$ cat config.mk
export PLATFORM = sky130hd
export DESIGN_NAME = stream_pass_checker_p_flat
export DESIGN_NICKNAME = d
export VERILOG_FILES = /design/src/rtl/stream_pass_checker_p_pkg.sv /design/src/rtl/stream_pass_checker_p_if.sv /design/src/rtl/stream_pass_checker_p_char_buffer.sv /design/src/rtl/stream_pass_checker_p.sv /design/src/flat_wrapper.sv
export SDC_FILE = /design/constraint.sdc
export NUM_CORES = 1
export LEC_CHECK = 0
export CORE_MARGIN = 10
export CORE_UTILIZATION = 59
export CTS_CLUSTER_SIZE = 28
export DETAILED_ROUTE_END_ITERATION = 7
export GPL_ROUTABILITY_DRIVEN = 0
export PLACE_DENSITY = 0.79
export SYNTH_ARGS = -nofsm -noshare
export SYNTH_HDL_FRONTEND = slang
export SYNTH_SLANG_ARGS = --single-unit
export TNS_END_PERCENT = 5
$ cat constraint.sdc
create_clock -name clk -period 2.7 [get_ports clk]
set_input_delay 0.54 -clock clk [delete_from_list [all_inputs] [get_ports clk]]
set_output_delay 0.54 -clock clk [all_outputs]
set_load 0.01 [all_outputs]
$ cat src/rtl/stream_pass_checker_p_pkg.sv
`default_nettype none
// +--------------------------------------------------------------------+
// | stream_chk_pkg : character class / matcher state types and helpers  |
// | Rev 1.0                                                            |
// +--------------------------------------------------------------------+
package stream_chk_pkg;

    typedef enum logic [1:0] {
        CL_VOWEL = 2'd0,
        CL_CONS  = 2'd1,
        CL_OTHER = 2'd2
    } char_class_t;

    typedef enum logic [1:0] {
        S_CHECK = 2'd0,
        S_PASS  = 2'd1,
        S_FAIL  = 2'd2
    } pm_state_t;

    function automatic logic [6:0] fold_case(input logic [6:0] c);
        logic [6:0] r;
        r = c;
        if (c >= 7'h41 && c <= 7'h5a) begin
            r = c | 7'h20;
        end
        return r;
    endfunction

    // Letters are classified regardless of case; only storage/compare depend on folding.
    function automatic char_class_t classify(input logic [6:0] c);
        logic [6:0]  l;
        char_class_t r;
        l = fold_case(c);
        if (l < 7'h61 || l > 7'h7a) begin
            r = CL_OTHER;
        end else begin
            case (l)
                7'h61, 7'h65, 7'h69, 7'h6f, 7'h75: r = CL_VOWEL;
                default:                           r = CL_CONS;
            endcase
        end
        return r;
    endfunction

endpackage
`default_nettype wire

$ cat src/rtl/stream_pass_checker_p_if.sv
`default_nettype none
// +--------------------------------------------------------------------+
// | stream_pass_checker_p_if : valid/ready byte stream                  |
// | Rev 1.0                                                            |
// +--------------------------------------------------------------------+
interface stream_pass_checker_p_if #(
    parameter int DATA_W = 8
);
    logic              in_valid;
    logic [DATA_W-1:0] in_data;
    logic              in_ready;

    modport master (output in_valid, output in_data, input  in_ready);
    modport slave  (input  in_valid, input  in_data, output in_ready);
endinterface
`default_nettype wire

$ cat src/rtl/stream_pass_checker_p_char_buffer.sv
`default_nettype none
// +--------------------------------------------------------------------+
// | char_buffer : non-wrapping append buffer with count, full flag and  |
// | registered read port. Rev 1.0                                      |
// +--------------------------------------------------------------------+
module char_buffer #(
    parameter int DATA_W = 8,
    parameter int DEPTH  = 64
) (
    input  wire                         clk,
    input  wire                         reset,
    input  wire                         clear,
    input  wire                         wr_en,
    input  wire  [DATA_W-1:0]           wr_data,
    input  wire  [$clog2(DEPTH)-1:0]    rd_addr,
    output logic [DATA_W-1:0]           rd_data,
    output logic [$clog2(DEPTH+1)-1:0]  count,
    output logic                        full
);
    localparam int AW = $clog2(DEPTH);
    localparam int CW = $clog2(DEPTH+1);

    logic [DATA_W-1:0] r_mem [DEPTH];
    logic [CW-1:0]     r_count;
    logic [DATA_W-1:0] r_rd_data;
    logic              w_full;
    logic              w_write;

    assign w_full  = (r_count == CW'(DEPTH));
    assign w_write = wr_en && !w_full;

    always_ff @(posedge clk) begin
        if (w_write) begin
            r_mem[r_count[AW-1:0]] <= wr_data;
        end
    end

    // Same-edge read sees the pre-write contents.
    always_ff @(posedge clk or negedge reset) begin
        if (!reset) begin
            r_rd_data <= '0;
        end else begin
            r_rd_data <= r_mem[rd_addr];
        end
    end

    always_ff @(posedge clk or negedge reset) begin
        if (!reset) begin
            r_count <= '0;
        end else if (clear) begin
            r_count <= '0;
        end else if (w_write) begin
            r_count <= r_count + 1'b1;
        end
    end

    assign rd_data = r_rd_data;
    assign count   = r_count;
    assign full    = w_full;
endmodule
`default_nettype wire

$ cat src/rtl/stream_pass_checker_p.sv
`default_nettype none
// +--------------------------------------------------------------------+
// | stream_pass_checker_p : classifies a byte stream into vowel and     |
// | consonant buffers and matches a password. Rev 1.0                  |
// +--------------------------------------------------------------------+
module stream_pass_checker_p
    import stream_chk_pkg::*;
#(
    parameter int                         DATA_W   = 8,
    parameter int                         DEPTH    = 64,
    parameter int                         PASS_LEN = 4,
    parameter logic [PASS_LEN*DATA_W-1:0] PASSWORD = "pass",
    parameter int                         MODE     = 0,
    parameter int                         CASE_INS = 1
) (
    input  wire                          clk,
    input  wire                          reset,
    input  wire                          clear,
    stream_pass_checker_p_if.slave       in_s,
    input  wire                          rd_sel,
    input  wire  [$clog2(DEPTH)-1:0]     rd_addr,
    output logic [DATA_W-1:0]            rd_data,
    output logic [$clog2(DEPTH+1)-1:0]   cons_count,
    output logic [$clog2(DEPTH+1)-1:0]   vow_count,
    output logic                         cons_full,
    output logic                         vow_full,
    output logic                         match,
    output logic                         fail
);
    localparam int PW = PASS_LEN * DATA_W;

    char_class_t       w_class;
    logic [DATA_W-1:0] w_folded;
    logic              w_ready;
    logic              w_accept;
    logic [DATA_W-1:0] w_cons_rd;
    logic [DATA_W-1:0] w_vow_rd;
    logic              r_rd_sel;

    assign w_class = classify(in_s.in_data[6:0]);

    if (CASE_INS != 0) begin : g_fold
        assign w_folded = {in_s.in_data[DATA_W-1:7], fold_case(in_s.in_data[6:0])};
    end else begin : g_raw
        assign w_folded = in_s.in_data;
    end

    // Only the class whose buffer is full stalls; 'other' chars never do.
    always_comb begin
        w_ready = !clear;
        case (w_class)
            CL_VOWEL: if (vow_full)  w_ready = 1'b0;
            CL_CONS:  if (cons_full) w_ready = 1'b0;
            default:  ;
        endcase
    end

    assign in_s.in_ready = w_ready;
    assign w_accept      = in_s.in_valid && w_ready;

    char_buffer #(.DATA_W(DATA_W), .DEPTH(DEPTH)) u_cons_buf (
        .clk     (clk),
        .reset   (reset),
        .clear   (clear),
        .wr_en   (w_accept && (w_class == CL_CONS)),
        .wr_data (w_folded),
        .rd_addr (rd_addr),
        .rd_data (w_cons_rd),
        .count   (cons_count),
        .full    (cons_full)
    );

    char_buffer #(.DATA_W(DATA_W), .DEPTH(DEPTH)) u_vow_buf (
        .clk     (clk),
        .reset   (reset),
        .clear   (clear),
        .wr_en   (w_accept && (w_class == CL_VOWEL)),
        .wr_data (w_folded),
        .rd_addr (rd_addr),
        .rd_data (w_vow_rd),
        .count   (vow_count),
        .full    (vow_full)
    );

    always_ff @(posedge clk or negedge reset) begin
        if (!reset) begin
            r_rd_sel <= 1'b0;
        end else begin
            r_rd_sel <= rd_sel;
        end
    end

    assign rd_data = r_rd_sel ? w_vow_rd : w_cons_rd;

    if (MODE == 0) begin : g_sliding
        localparam int FILL_W = $clog2(PASS_LEN + 1);

        logic [PW-1:0]        r_window;
        logic [FILL_W-1:0]    r_fill;
        logic                 r_match;
        logic [PW+DATA_W-1:0] w_shift;
        logic [PW-1:0]        w_next_window;
        logic                 w_hit;

        assign w_shift       = {r_window, w_folded};
        assign w_next_window = w_shift[PW-1:0];
        assign w_hit = (w_next_window == PASSWORD) && (r_fill >= FILL_W'(PASS_LEN - 1));

        always_ff @(posedge clk or negedge reset) begin
            if (!reset) begin
                r_window <= '0;
                r_fill   <= '0;
                r_match  <= 1'b0;
            end else if (clear) begin
                r_window <= '0;
                r_fill   <= '0;
                r_match  <= 1'b0;
            end else begin
                r_match <= w_accept && w_hit;
                if (w_accept) begin
                    r_window <= w_next_window;
                    if (r_fill != FILL_W'(PASS_LEN)) begin
                        r_fill <= r_fill + 1'b1;
                    end
                end
            end
        end

        assign match = r_match;
        assign fail  = 1'b0;
    end else begin : g_anchored
        localparam int IDX_W = (PASS_LEN > 1) ? $clog2(PASS_LEN) : 1;

        pm_state_t         r_state;
        pm_state_t         w_state_nxt;
        logic [IDX_W-1:0]  r_idx;
        logic [IDX_W-1:0]  w_idx_nxt;
        logic [PW-1:0]     w_pw_shift;
        logic [DATA_W-1:0] w_exp_char;
        logic              w_match;
        logic              w_fail;

        // PASSWORD holds char #0 in its MS byte.
        assign w_pw_shift = PASSWORD << (DATA_W * int'(r_idx));
        assign w_exp_char = w_pw_shift[PW-1 -: DATA_W];

        always_ff @(posedge clk or negedge reset) begin
            if (!reset) begin
                r_state <= S_CHECK;
                r_idx   <= '0;
            end else if (clear) begin
                r_state <= S_CHECK;
                r_idx   <= '0;
            end else begin
                r_state <= w_state_nxt;
                r_idx   <= w_idx_nxt;
            end
        end

        always_comb begin
            w_state_nxt = r_state;
            w_idx_nxt   = r_idx;
            case (r_state)
                S_CHECK: begin
                    if (w_accept) begin
                        if (w_folded != w_exp_char) begin
                            w_state_nxt = S_FAIL;
                        end else if (r_idx == IDX_W'(PASS_LEN - 1)) begin
                            w_state_nxt = S_PASS;
                        end else begin
                            w_idx_nxt = r_idx + 1'b1;
                        end
                    end
                end
                default: ;
            endcase
        end

        always_comb begin
            w_match = 1'b0;
            w_fail  = 1'b0;
            case (r_state)
                S_PASS:  w_match = 1'b1;
                S_FAIL:  w_fail  = 1'b1;
                default: ;
            endcase
        end

        assign match = w_match;
        assign fail  = w_fail;
    end
endmodule
`default_nettype wire

$ cat src/flat_wrapper.sv
// flat-port wrapper written by rule: the top's interface ports become plain ports
module stream_pass_checker_p_flat import stream_chk_pkg::*;
#(
    parameter int                         DATA_W   = 8,
    parameter int                         DEPTH    = 64,
    parameter int                         PASS_LEN = 4,
    parameter logic [PASS_LEN*DATA_W-1:0] PASSWORD = "    ",
    parameter int                         MODE     = 0,
    parameter int                         CASE_INS = 1
)
  (clk, reset, clear, rd_sel, rd_addr, rd_data, cons_count, vow_count, cons_full, vow_full, match, fail, in_s_in_valid, in_s_in_data, in_s_in_ready);
  stream_pass_checker_p_if #(.DATA_W(DATA_W)) in_s_i ();
  input  wire clk;
  input  wire reset;
  input  wire clear;
  input  wire rd_sel;
  input  wire  [$clog2(DEPTH)-1:0] rd_addr;
  output logic [DATA_W-1:0] rd_data;
  output logic [$clog2(DEPTH+1)-1:0] cons_count;
  output logic [$clog2(DEPTH+1)-1:0] vow_count;
  output logic cons_full;
  output logic vow_full;
  output logic match;
  output logic fail;
  input wire logic [$bits(in_s_i.in_valid)-1:0] in_s_in_valid;
  input wire logic [$bits(in_s_i.in_data)-1:0] in_s_in_data;
  output wire logic [$bits(in_s_i.in_ready)-1:0] in_s_in_ready;
  assign in_s_i.in_valid = in_s_in_valid;
  assign in_s_i.in_data = in_s_in_data;
  assign in_s_in_ready = in_s_i.in_ready;
  stream_pass_checker_p #(.DATA_W(DATA_W), .DEPTH(DEPTH), .PASS_LEN(PASS_LEN), .PASSWORD(PASSWORD), .MODE(MODE), .CASE_INS(CASE_INS)) u_core (.clk(clk), .reset(reset), .clear(clear), .in_s(in_s_i), .rd_sel(rd_sel), .rd_addr(rd_addr), .rd_data(rd_data), .cons_count(cons_count), .vow_count(vow_count), .cons_full(cons_full), .vow_full(vow_full), .match(match), .fail(fail));
endmodule
# ---- After elaboration in Yosys (flattened, before gate mapping)
# Memory sizes are Yosys's and may differ from the RTL's. A register that Yosys moved wholly into a read port is not among the register bits.
# Index checks and enable logic that the tools add are counted.
# Widths: inputs -> output; s select.
dict set report op_classes {
  order_cmp 5
  add_sub_neg 3
  n_eq_ne 10
  mux 21
  reduce_logical 21
}
# operator n
set op_table {}
lappend op_table {{$eq 7x7->1 const B} 7}
lappend op_table {{$mux 24} 2}
lappend op_table {{$eq 32x30->1 const B} 1}
lappend op_table {{$mux 7} 4}
lappend op_table {{$add 7x1->7 const B} 2}
lappend op_table {{$mux 3} 3}
lappend op_table {{$logic_and 1x1->1} 8}
lappend op_table {{$mux 1} 8}
lappend op_table {{$mux 8} 1}
lappend op_table {{$reduce_bool 2->1} 4}
lappend op_table {{$ge 7x7->1 const B} 1}
lappend op_table {{$gt 7x7->1 const B} 1}
lappend op_table {{$le 7x7->1 const B} 1}
lappend op_table {{$lt 7x7->1 const B} 1}
lappend op_table {{$mux 6} 1}
lappend op_table {{$logic_not 1->1} 5}
lappend op_table {{$reduce_or 5->1} 1}
lappend op_table {{$add 3x1->3 const B} 1}
lappend op_table {{$ge 3x2->1 const B} 1}
lappend op_table {{$ne 3x3->1 const B} 1}
lappend op_table {{$eq 2x1->1 const B} 1}
lappend op_table {{$logic_not 2->1} 1}
lappend op_table {{$mux 2} 1}
lappend op_table {{$pmux 1 s2} 1}
lappend op_table {{other kinds (2)} 2}
dict set report word_totals {
  memories 2
  in_bits 19
  register_bits 43
  mem_bits_rw 1024
}
# memory words word_bits read_ports rd_clocked_by_memory_dff wr line_no
set mem_list {}
lappend mem_list {u_core.u_cons_buf.r_mem 64 8 1 1 1 stream_pass_checker_p_char_buffer.sv:23} ;# logic [DATA_W-1:0] r_mem [DEPTH];
lappend mem_list {u_core.u_vow_buf.r_mem 64 8 1 1 1 stream_pass_checker_p_char_buffer.sv:23}

# ---- Logic depth before layout (Yosys ltp)
dict set report logic_depth {
  word_depth 14
  ltp_mapped 10
  mapped_depth_nobuf 7
}

# ---- By module
# Synthesis repeated with hierarchy kept, for this count alone.
dict set report unflattened {
  cells_unflattened 2103
  area_unflattened_um2 42707.2
}
# module cells_per_inst area_each_um2 instances
set modules_own_cells {}
lappend modules_own_cells {char_buffer 961 20505.9 2}
lappend modules_own_cells {stream_pass_checker_p 181 1695.4 1}

# ---- Worst setup path after synthesis
# No wires, ideal clock.
dict set report synth_path {
  path_kind {input to register}
  start {input in_s_in_data[1]}
  end {register u_core.g_sliding.r_window[5]}
  path_buffers 0
  path_slack_ns 0.032
  t_required_ns 2.573
  arrival_time_ns 2.542
  setup_ns 0.127
  path_stages 4
  cell_sequence {or4_1 o221a_2 or2_2 mux2_4}
}
dict set report synth_via {
  elab_chain_len 11
  word_cells_on_any_way 22
}
# element line_no
set synth_rtl {}
lappend synth_rtl {{start, declared} flat_wrapper.sv:26} ;# input wire logic [$bits(in_s_i.in_data)-1:0] in_s_in_data;
lappend synth_rtl {{$ge 7x7->1 / $le 7x7->1 (equally long branches)} stream_pass_checker_p_pkg.sv:23} ;# if (c >= 7'h41 && c <= 7'h5a) begin
lappend synth_rtl {{$logic_and 1x1->1 *} stream_pass_checker_p_pkg.sv:23}
lappend synth_rtl {{$mux 6 *} stream_pass_checker_p_pkg.sv:23}
lappend synth_rtl {{via u_core.g_sliding.w_next_window[5]} stream_pass_checker_p.sv:102} ;# logic [PW-1:0] w_next_window;
lappend synth_rtl {{branches (longest 8 deep; another with $lt 7x7->1)} n/a}
lappend synth_rtl {{end signal, assigned} stream_pass_checker_p.sv:121} ;# r_window <= w_next_window;
lappend synth_rtl {{end, declared} stream_pass_checker_p.sv:98} ;# logic [PW-1:0] r_window;
# Mark *: on every way through the listed nets, which the timed path passes. The select of a mux whose other input is x is not followed.
# A chain may end at the register's enable or synchronous reset.

# ---- Worst setup path after layout
dict set report layout_path {
  start {register u_core.u_cons_buf.r_count[5], in the netlist u_core.u_cons_buf.count[5]}
  end {output in_s_in_ready}
}
dict set report layout_via {
  elab_chain_len 3
}
# element line_no
set layout_rtl {}
lappend layout_rtl {{start, declared} stream_pass_checker_p_char_buffer.sv:24} ;# logic [CW-1:0] r_count;
lappend layout_rtl {{start signal, assigned} stream_pass_checker_p_char_buffer.sv:53} ;# r_count <= r_count + 1'b1;
lappend layout_rtl {{$eq 7x7->1} stream_pass_checker_p_char_buffer.sv:29} ;# assign w_full = (r_count == CW'(DEPTH));
lappend layout_rtl {{$mux 1} stream_pass_checker_p.sv:53} ;# CL_CONS: if (cons_full) w_ready = 1'b0;
lappend layout_rtl {{$pmux 1 s2} stream_pass_checker_p.sv:51} ;# case (w_class)
lappend layout_rtl {{end, declared} flat_wrapper.sv:27} ;# output wire logic [$bits(in_s_i.in_ready)-1:0] in_s_in_ready;
# No other way between the ends.

==> results.json <==
{
  "outcome": "finished, violations left",
  "rsz0062_at_grt": "yes",
  "clock_tree.buffer_depth": 3,
  "cts_root_buf": "clkbuf_16",
  "cts.sinks": 1083,
  "startpoint_type": "flop",
  "fin_crit_ns": 2.75,
  "gr-usage-all-layers": 0.262,
  "synth_warnings": 0,
  "max_stage_delay_ns": 0.42,
  "hp-class": "input port to asynchronous set/reset pin",
  "viasPerCell": 6.64,
  "regArea_um2": 32200,
  "path_cells": "or3_4 > nor3_4 > a21boi_4 > a21o_1 > a21oi_2 > buf_2",
  "busiest_layer": "met2",
  "multiInputGateArea_um2": 9910,
  "syn_inst": 2111,
  "layout_commonest_cell": "edfxtp_1",
  "cp_max_fo": 2,
  "cellPowerDensity_nw_per_um2": 706,
  "cp.arrival_ns": 2.21,
  "numPortBuffers": 44,
  "wl_per_cell_um": 30.4,
  "met2_usage": 0.414,
  "die_x_um": 289,
  "synth_top_area_frac": 0.719,
  "die_h_um": 289,
  "cts_made_buffers": 101,
  "tns_ns": -0.0456,
  "n_antenna_cell": 0,
  "fin_hold_ws_ns": 0.0562,
  "grt_pass1_vias": 24000,
  "synth_edf_count": 1024,
  "netlist_area_um2": 42800,
  "finalClockSkew_ns": 0.0277,
  "met3_usage": 0.0583,
  "final_cell_mix": "1024 x edfxtp_1, 322 x buf_4, 241 x mux4_2",
  "reg2reg_from": "u_core.u_vow_buf.count[1]$_DFFE_PN0P_",
  "setup_ws_ns": -0.0456,
  "ys_seq_area_frac": 0.753,
  "failed_checks": "negative setup slack",
  "drc_errors": 0,
  "drtPass1Iterations": 6,
  "row_count": 98,
  "place_inst": 3344,
  "ctsHtreeMaxLevel": 3,
  "synthTopCellsByArea": "edfxtp_1 72%, mux4_2 13%, dfrtp_1 3.5%",
  "ant_nets": 0,
  "worst_ep_required_time_ns": 2.16,
  "area_delta_synth_final_pct": 18.2,
  "finish.utilization": 0.705,
  "clkTransAtPathRegs_ns": 0.07,
  "startpoint": "u_core.u_cons_buf.count[5]$_DFFE_PN0P_",
  "drive_gt1_frac": 0.326,
  "io-pin-count": 46,
  "grt_overflow": 0,
  "slew_viol_final": 0,
  "avgSynthCellArea_um2": 20.3,
  "antenna_found_initial": 2,
  "worstMarginPinSlew_ns": 1.07,
  "async_reset_ff_frac": 0.0545,
  "fin_cells": 3534,
  "dp_hpwl_um": 64700,
  "die_area_um2": 83700,
  "slew_headroom": 0.287,
  "path_class": "flop to primary output",
  "synth_nets": 2137,
  "ys_seq_elements": 1083,
  "peakVddDrop_uv": 532,
  "max_cap_viol_count": 0,
  "cpMaxStageDelayCell": "or3_4",
  "endpoint_kind": "primary output",
  "synth.distinct_cells": 63,
  "fin_crit_sh": 1.02,
  "postCtsHoldBufs": 0,
  "vias": 23500,
  "fmax_mhz": 364,
  "met1_usage": 0.361,
  "leakagePower_nw": 17.1,
  "cts_tree": "done",
  "hold_viol_final": 0,
  "wirelength_um": 107000,
  "fillers": 3966,
  "synth_flop_cell": "edfxtp_1",
  "drtIter0Drc": 3440,
  "initial_core_util": 0.596,
  "grt_pass1_wl_um": 161000,
  "fin_nets": 2524,
  "grt_start_max_net_pins": 130,
  "clk-insertion-delay-late_ns": 0.67,
  "setup_viol": 1,
  "yosysTopAreaCell": "edfxtp_1",
  "coreArea_um2": 71700
}
-- state kept, by name, summed over array words and instances, names as in the netlist --
register	cells
u_core.u_vow_buf.rd_data	8
u_core.g_sliding.r_fill	3
u_core.u_cons_buf.r_mem	512
u_core.u_cons_buf.count	7
u_core.r_rd_sel	1
u_core.u_vow_buf.r_mem	512
u_core.u_vow_buf.count	7
u_core.u_cons_buf.rd_data	8
u_core.g_sliding.r_window	24
u_core.match	1
-- final timing paths --
check / endpoint / slack [ns] / cells after the start
max: in_s_in_ready / -0.05 / 6
min: u_core.u_cons_buf.count[4]$_DFFE_PN0P_ / 0.06 / 2
max reg2reg: u_core.u_vow_buf.r_mem[33][2]$_DFFE_PP_ / 0.19 / 11
min reg2reg: u_core.g_sliding.r_window[21]$_DFFE_PN0P_ / 0.50 / 1
max in group asynchronous: u_core.r_rd_sel$_DFF_PN0_ / 2.07 / 2
min in group clk: u_core.g_sliding.r_window[6]$_DFFE_PN0P_ / 0.26 / 2
-- where the power goes --
part / leakage, nW / switching [W] / internal (W)
clock: 1.74 / 0.00620 / 0.00901
combinational: 5.38 / 0.00116 / 0.000824
sequential: 10.0 / 0.0000451 / 0.0184
-- Yosys cell counts, types with 10 or more instances --
cell,count
nor2_1,172
mux2_2,36
buf_4,15
buf_2,38
nand2_1,49
a21oi_1,27
a22oi_1,29
a211oi_1,24
o21ai_0,14
inv_1,10
clkbuf_1,37
buf_6,11
nand3_1,16
a211o_1,12
edfxtp_1,1024
buf_1,15
mux4_2,241
dfrtp_1,59
mux2_4,10
nor2b_1,51
a221o_1,11
o2111ai_1,10
mux2i_1,85
a31oi_1,12
-- cells by family after synthesis --
family	after synthesis	synth area share
and+or+nand+nor	345	0.0382
xor gates and xnor gates	8	0.00164
AOI/OAI and AO/OA	160	0.0272
adders and majority gates	7	0.00205
other	1	0.0000877
DFF	1083	0.753
muxes	380	0.162
buffers and inverters	127	0.0155
-- per-layer routing --
layer | vias up | part of all wire
li1 | 9405 | -
met1 | 12000 | 0.36
met2 | 1808 | 0.48
met3 | 280 | 0.12
met4 | 2 | 0.036
met5 | - | 0.00010
-- critical path, delay by kind of cell, from the launching register on --
| family | cells | cell delay (ns) |
|---|---|---|
| AND/OR/NAND/NOR | 2 | 0.60 |
| AO/OA/AOI/OAI | 3 | 0.41 |
| flip-flops | 1 | 0.38 |
| buffers and inverters | 1 | 0.15 |
-- area by class of cell --
type,count,share of cell area
clock inverter,72,0.0173
clock buffer,117,0.0535
inverter,11,0.000817
multi-input combinational,901,0.196
sequential,1083,0.638
timing repair buffer,400,0.0712
tap,950,0.0235
-- stage by stage --
step / cell area, um^2 / worst slack, ns / total power [W]
after floorplan: 42800 / 0.0318 / 0.0198
after global placement: 46900 / -0.250 / 0.0207
after detailed placement: 46900 / -0.285 / 0.0208
after CTS: 50500 / -0.0101 / 0.0357
after global routing: 50500 / -0.0975 / 0.0365
final: 50500 / -0.0456 / 0.0357
-- repair_timing --
item | in CTS | in global routing
endpoints found under the setup margin | 11 | 5
pin swaps | 3 | 0
hold endpoints to repair | 0 | 0
gates resized for setup | 13 | 3
setup buffers | 1 | 0
Power figures use the tool's default switching activity.
